$ cat config.mk
export PLATFORM = sky130hd
export DESIGN_NAME = eth_rx_clk_speed_detect
export DESIGN_NICKNAME = d
export VERILOG_FILES = /design/src/rtl/eth_clk_pkg.sv /design/src/rtl/eth_clk_edge_cnt.sv /design/src/rtl/eth_rx_clk_speed_detect.sv
export SDC_FILE = /design/constraint.sdc
export NUM_CORES = 1
export LEC_CHECK = 0
export ABC_AREA = 1
export BUFFER_PORTS_ARGS = -buffer_cell sky130_fd_sc_hd__buf_2
export CAP_MARGIN = 10
export CORE_MARGIN = 5
export CORE_UTILIZATION = 59
export DETAILED_ROUTE_END_ITERATION = 6
export GPL_TIMING_DRIVEN = 1
export MAX_ROUTING_LAYER = met4
export PLACE_DENSITY = 0.79
export SLEW_MARGIN = 40
export SYNTH_ARGS = -nofsm -noshare
export SYNTH_HDL_FRONTEND = slang
export SYNTH_SLANG_ARGS = --single-unit
$ cat constraint.sdc
create_clock -name clk_i -period 2.9 [get_ports clk_i]
set_input_delay 0.29 -clock clk_i [delete_from_list [all_inputs] [get_ports clk_i]]
set_output_delay 0.29 -clock clk_i [all_outputs]
set_load 0.02 [all_outputs]
$ cat src/rtl/eth_clk_pkg.sv
`default_nettype none
// ============================================================================
//  Module      : eth_clk_pkg
//  Description : Shared types, default thresholds and the edge-count
//                classifier for the RGMII RX clock speed detector.
//  Revision    : 1.0 - initial release
// ============================================================================
package eth_clk_pkg;

    // Speed encoding matches the MAC speed-mode select
    typedef enum logic [1:0] {
        SPEED_10M  = 2'd0,
        SPEED_100M = 2'd1,
        SPEED_1G   = 2'd2,
        SPEED_NONE = 2'd3
    } eth_speed_e;

    // Window of 1024 cycles at 125 MHz; rx_clk/8 toggles give 2 edges per
    // 8 rx_clk periods, so nominal counts are 256 / 51.2 / 5.12.
    localparam int unsigned c_WINDOW_CYCLES  = 1024;
    localparam int unsigned c_TH_1G_MIN      = 224;
    localparam int unsigned c_TH_1G_MAX      = 288;
    localparam int unsigned c_TH_100M_MIN    = 40;
    localparam int unsigned c_TH_100M_MAX    = 64;
    localparam int unsigned c_TH_10M_MIN     = 3;
    localparam int unsigned c_TH_10M_MAX     = 8;
    localparam int unsigned c_STABLE_WINDOWS = 2;

    // Map an edge count onto a speed; out-of-band counts (including 0) mean
    // no usable clock.
    function automatic eth_speed_e classify(
        input int unsigned cnt,
        input int unsigned th_1g_min,
        input int unsigned th_1g_max,
        input int unsigned th_100m_min,
        input int unsigned th_100m_max,
        input int unsigned th_10m_min,
        input int unsigned th_10m_max
    );
        eth_speed_e s;
        if (cnt >= th_1g_min && cnt <= th_1g_max)
            s = SPEED_1G;
        else if (cnt >= th_100m_min && cnt <= th_100m_max)
            s = SPEED_100M;
        else if (cnt >= th_10m_min && cnt <= th_10m_max)
            s = SPEED_10M;
        else
            s = SPEED_NONE;
        return s;
    endfunction

endpackage
`default_nettype wire

$ cat src/rtl/eth_clk_edge_cnt.sv
`default_nettype none
// ============================================================================
//  Module      : eth_clk_edge_cnt
//  Description : Counts level changes of the synchronised RX toggle over a
//                fixed window of local clock cycles.
//  Revision    : 1.0 - initial release
// ============================================================================
module eth_clk_edge_cnt #(
    parameter int unsigned WINDOW_CYCLES = 1024,
    parameter int unsigned CW            = $clog2(WINDOW_CYCLES + 1)
) (
    input  logic          clk_i,
    input  logic          rst_i,
    input  logic          en_i,
    input  logic          rx_tgl_i,
    output logic          win_end_o,   // last cycle of the current window
    output logic [CW-1:0] win_cnt_o,   // count including this cycle's edge
    output logic [CW-1:0] cap_cnt_o,   // count of the last completed window
    output logic          cap_vld_o    // one-cycle strobe with cap_cnt_o update
);

    localparam int unsigned WW = (WINDOW_CYCLES > 1) ? $clog2(WINDOW_CYCLES) : 1;
    localparam logic [WW-1:0] c_WIN_LAST = WW'(WINDOW_CYCLES - 1);
    localparam logic [CW-1:0] c_CNT_MAX  = '1;

    logic          tgl_q;
    logic [WW-1:0] win_q;
    logic [CW-1:0] edge_cnt_q;
    logic [CW-1:0] edge_cnt_d;
    logic [CW-1:0] cap_q;
    logic          vld_q;
    logic          edge_w;
    logic          win_end_w;

    // Both toggle polarities are edges; the counter saturates rather than wraps
    always_comb begin
        edge_w     = rx_tgl_i ^ tgl_q;
        win_end_w  = en_i && (win_q == c_WIN_LAST);
        edge_cnt_d = edge_cnt_q;
        if (edge_w && (edge_cnt_q != c_CNT_MAX))
            edge_cnt_d = edge_cnt_q + CW'(1);
    end

    // Toggle history, window/edge counters and end-of-window capture
    always_ff @(posedge clk_i or posedge rst_i) begin
        if (rst_i) begin
            tgl_q      <= 1'b0;
            win_q      <= '0;
            edge_cnt_q <= '0;
            cap_q      <= '0;
            vld_q      <= 1'b0;
        end else begin
            tgl_q <= rx_tgl_i;
            vld_q <= 1'b0;
            if (!en_i) begin
                win_q      <= '0;
                edge_cnt_q <= '0;
            end else if (win_end_w) begin
                win_q      <= '0;
                edge_cnt_q <= '0;
                cap_q      <= edge_cnt_d;
                vld_q      <= 1'b1;
            end else begin
                win_q      <= win_q + WW'(1);
                edge_cnt_q <= edge_cnt_d;
            end
        end
    end

    assign win_end_o = win_end_w;
    assign win_cnt_o = edge_cnt_d;
    assign cap_cnt_o = cap_q;
    assign cap_vld_o = vld_q;

endmodule
`default_nettype wire

$ cat src/rtl/eth_rx_clk_speed_detect.sv
`default_nettype none
// ============================================================================
//  Module      : eth_rx_clk_speed_detect
//  Description : Classifies the PHY RX clock as 1G/100M/10M/none by counting
//                its divided toggle against the local 125 MHz clock, with a
//                debounce over consecutive identical windows.
//  Revision    : 1.0 - initial release
// ============================================================================
module eth_rx_clk_speed_detect
    import eth_clk_pkg::*;
#(
    parameter int unsigned WINDOW_CYCLES  = c_WINDOW_CYCLES,
    parameter int unsigned TH_1G_MIN      = c_TH_1G_MIN,
    parameter int unsigned TH_1G_MAX      = c_TH_1G_MAX,
    parameter int unsigned TH_100M_MIN    = c_TH_100M_MIN,
    parameter int unsigned TH_100M_MAX    = c_TH_100M_MAX,
    parameter int unsigned TH_10M_MIN     = c_TH_10M_MIN,
    parameter int unsigned TH_10M_MAX     = c_TH_10M_MAX,
    parameter int unsigned STABLE_WINDOWS = c_STABLE_WINDOWS
) (
    input  logic                                 clk_i,
    input  logic                                 rst_i,
    input  logic                                 en_i,
    input  logic                                 rx_tgl_i,
    output logic [1:0]                           speed_o,
    output logic                                 link_clk_ok_o,
    output logic                                 speed_change_o,
    output logic [$clog2(WINDOW_CYCLES+1)-1:0]   edge_cnt_o
);

    localparam int unsigned CW = $clog2(WINDOW_CYCLES + 1);
    localparam int unsigned SW = $clog2(STABLE_WINDOWS + 1);
    localparam logic [SW-1:0] c_STAB_MAX = SW'(STABLE_WINDOWS);

    logic          win_end;
    logic [CW-1:0] win_cnt;
    logic [CW-1:0] cap_cnt;
    logic          cap_vld;
    eth_speed_e    cls;

    eth_speed_e    cand_q;
    logic [SW-1:0] stab_q;
    eth_speed_e    speed_q;
    logic          ok_q;
    logic          chg_q;

    eth_clk_edge_cnt #(
        .WINDOW_CYCLES (WINDOW_CYCLES),
        .CW            (CW)
    ) u_edge_cnt (
        .clk_i     (clk_i),
        .rst_i     (rst_i),
        .en_i      (en_i),
        .rx_tgl_i  (rx_tgl_i),
        .win_end_o (win_end),
        .win_cnt_o (win_cnt),
        .cap_cnt_o (cap_cnt),
        .cap_vld_o (cap_vld)
    );

    // Classify the count that closes the current window
    always_comb begin
        cls = classify(32'(win_cnt), TH_1G_MIN, TH_1G_MAX, TH_100M_MIN,
                       TH_100M_MAX, TH_10M_MIN, TH_10M_MAX);
    end

    // Debounce FSM: commit a new speed only after enough matching windows.
    // The commit happens on the capture strobe, one cycle after window end.
    always_ff @(posedge clk_i or posedge rst_i) begin
        if (rst_i) begin
            cand_q  <= SPEED_NONE;
            stab_q  <= '0;
            speed_q <= SPEED_NONE;
            ok_q    <= 1'b0;
            chg_q   <= 1'b0;
        end else begin
            chg_q <= 1'b0;
            if (!en_i) begin
                cand_q <= SPEED_NONE;
                stab_q <= '0;
            end else begin
                if (win_end) begin
                    if (cls == cand_q) begin
                        if (stab_q != c_STAB_MAX)
                            stab_q <= stab_q + SW'(1);
                    end else begin
                        cand_q <= cls;
                        stab_q <= SW'(1);
                    end
                end
                if (cap_vld && (stab_q == c_STAB_MAX) && (cand_q != speed_q)) begin
                    speed_q <= cand_q;
                    ok_q    <= (cand_q != SPEED_NONE);
                    chg_q   <= 1'b1;
                end
            end
        end
    end

    assign speed_o        = speed_q;
    assign link_clk_ok_o  = ok_q;
    assign speed_change_o = chg_q;
    assign edge_cnt_o     = cap_cnt;

endmodule
`default_nettype wire

==> impl_metrics.tcl <==
set metrics [dict create \
    status "completed" \
    critical_path_class "reg2reg" \
    max_cap_viol_count 0 \
    gp_congestion 0.910 \
    fin_crit_ps 2520 \
    wire_per_inst_um 12.4 \
    grt_max_degree 23 \
    worstMarginPinSlew_ps 542 \
    dp.cells 370 \
    p_comb_frac 0.147 \
    dpl.hpwl_mm 3.59 \
    nets 336 \
    fp.dieH_um 72.9 \
    ir_drop_mv 0.353 \
    synth.distinct_cells 30 \
    via_count 1957 \
    die_area_um2 5310 \
    drtAntennaViolNets 0 \
    syn-cell-area_um2 2330 \
    areaGrowthSynthToFinish_pct 11.0 \
    design_area_um2 2590 \
    path_max_fanout 7 \
    ios 19 \
    finClkSkew_ps 8.62 \
    cts_max_level 2 \
    p_int_w 0.000865 \
    drc 0 \
    die_w_um 72.9 \
    dpl_cell_area_um2 2490 \
    critical_path_arrival_ps 2710 \
    synth_ff_type "dfrtp_1" \
    n_fill_cell 319 \
    post_cts_buffers 0 \
    cts_root_buf "clkbuf_8" \
    final-hold-violation-count 0 \
    initial_core_util 0.623 \
    coreArea_um2 3740 \
    p_seq_frac 0.531 \
    end_kind "register" \
    clkTransAtPathRegs_ps 80 \
    diodes 0 \
    required_ps 3100 \
    setup_viol_count_final 0 \
    drive_above_1_share 0.197 \
    async_flop_share 1.00 \
    switchingPower_w 0.000336 \
    grt.total_usage 0.207 \
    p_per_area_nw_per_um2 464 \
    ys_ff_latch 42 \
    r2r_slack_ps 380 \
    p_clk_frac 0.323 \
    ys_warn_count 0 \
    slew_headroom 0.638 \
    reg2reg_depth 18 \
    cp-start-kind "register" \
    numCtsBuffers 5 \
    rsz0062_at_grt "false" \
    final_cells 378 \
    antenna_found_initial 0 \
    clk_latency_ps 300 \
    portBuffers 18 \
    hold_path.class "in2async" \
    holdBufCountCts 0 \
    fin_hold_ws_ps 9.41 \
    num_rows 22 \
    fin_crit_sh 0.868 \
    cts_buffer_depth 2 \
    synth_seq_area_share 0.453 \
    slew_viol_final 0 \
    swShare 0.280 \
    layout_commonest_cell "nand2_1" \
    leakagePower_nw 1.33 \
    drt_wl_total_mm 4.70 \
    max_freq_mhz 397 \
    synth_cells 304 \
    cts_resized 0 \
    avgSynthCellArea_um2 7.67 \
    overflow 0 \
    synth_edf_count 0 \
    place_ws_ps 423 \
    grt_pass1_vias 1912 \
    drtPass1Iterations 4 \
    fin_tns_setup_ps 0 \
    cts_tree "yes" \
    via_per_inst 5.18 \
    synth_nets 311 \
    layout_common_cells "nand2_1, dfrtp_1, inv_1" \
    fin_ws_ps 383 \
    cts.sinks 42 \
    drt_iter0_drc 133 \
    grt_pass1_wl_mm 8.33 \
]
## per-layer routing
metal,vias to the layer above,part of all wire,GRT usage
li1,1010,-,-
met1,896,0.47,0.258
met2,46,0.47,0.332
met3,5,0.047,0.0551
met4,0,0.011,0.0635
met5,-,0,-
## flip-flops by register name, summed over array words and instances (netlist names)
| signal | flops |
|---|---|
| speed_o | 2 |
| u_edge_cnt.cap_cnt_o | 11 |
| u_edge_cnt.tgl_q | 1 |
| u_edge_cnt.cap_vld_o | 1 |
| link_clk_ok_o | 1 |
| u_edge_cnt.edge_cnt_q | 11 |
| u_edge_cnt.win_q | 10 |
| cand_q | 2 |
| speed_change_o | 1 |
| stab_q | 2 |
## worst max-delay path, cell delays in order, from the launching register on
cell     delay (ps)
dfrtp_1         400
ha_1            260
nand3_1          90
nor2_1          310
nand2_1         100
nand2_1          80
nand2_2          90
nor2_1          160
nand3_1         110
nand2_1         110
nand4_4         120
nand2_1         100
nand2_1          60
nand2_2          70
nand3_2         110
nand2_4         110
nand2_1          50
nand2_1          50
nand2_1          40
## through the flow
| stage | total power [W] | utilization |
|---|---|---|
| floorplan | 0.000780 | - |
| finish | 0.00120 | 0.691 |
| detailed placement | 0.000823 | 0.666 |
| CTS | 0.00121 | 0.691 |
| global route | 0.00127 | 0.691 |
| global placement | 0.000818 | 0.666 |
## cell families (layout without fill, tap and decap cells)
group / count (synthesis) / count (layout) / synth area share
AND/OR/NAND/NOR: 185 / 185 / 0.383
flip-flops: 42 / 42 / 0.453
buffers and inverters: 42 / 68 / 0.0687
AO/OA/AOI/OAI: 26 / 26 / 0.0569
XOR/XNOR: 6 / 6 / 0.0225
adder cells (fa/ha/maj): 3 / 3 / 0.0161
## final cells by class
cell class,instances,area [um2],area share
sequential,42,1060,0.408
clock buffer,6,82.6,0.0319
inverter,39,149,0.0575
clock inverter,2,12.5,0.00484
timing repair buffer,21,113,0.0435
tap,48,60.1,0.0232
multi-input combinational,220,1110,0.431
## synthesized netlist by cell type, types with 2 or more instances
master    number  area [um2]
a21oi_1        8        40.0
inv_1         36         135
nand3_2        2        20.0
nand2_2       15        93.8
dfstp_2        4         105
o21ai_1        2        10.0
nand2_1       85         319
o21ai_0       15        75.1
nor3_1         4        20.0
nand4_1        4        25.0
xor2_1         5        43.8
nand3b_1       2        15.0
clkbuf_1       3        11.3
inv_2          2        7.51
nand3_1       24         120
nor2_2         5        31.3
nor2_1        35         131
dfrtp_1       38         951
ha_1           3        37.5
nor2_4         2        22.5
## power by group through the flow
stage | Combinational, W | Sequential, W | Clock [W]
2_1_floorplan | 0.000135 | 0.000645 | 0
3_3_place_gp | 0.000171 | 0.000647 | 0
3_5_place_dp | 0.000176 | 0.000647 | 0
4_1_cts | 0.000177 | 0.000636 | 0.000394
5_1_grt | 0.000202 | 0.000640 | 0.000424
6_report | 0.000176 | 0.000637 | 0.000387
## path summary, 6_finish.rpt
kind	start	to
max	u_edge_cnt.edge_cnt_q[1]	stab_q[0]
min	rst_i	stab_q[1]
max reg2reg	u_edge_cnt.edge_cnt_q[1]	stab_q[0]
min reg2reg	u_edge_cnt.win_q[0]	u_edge_cnt.win_q[0]
max in group asynchronous	rst_i	speed_o[0]
min in group clk_i	rx_tgl_i	u_edge_cnt.tgl_q
No activity file was read; power rests on OpenSTA's default activity.
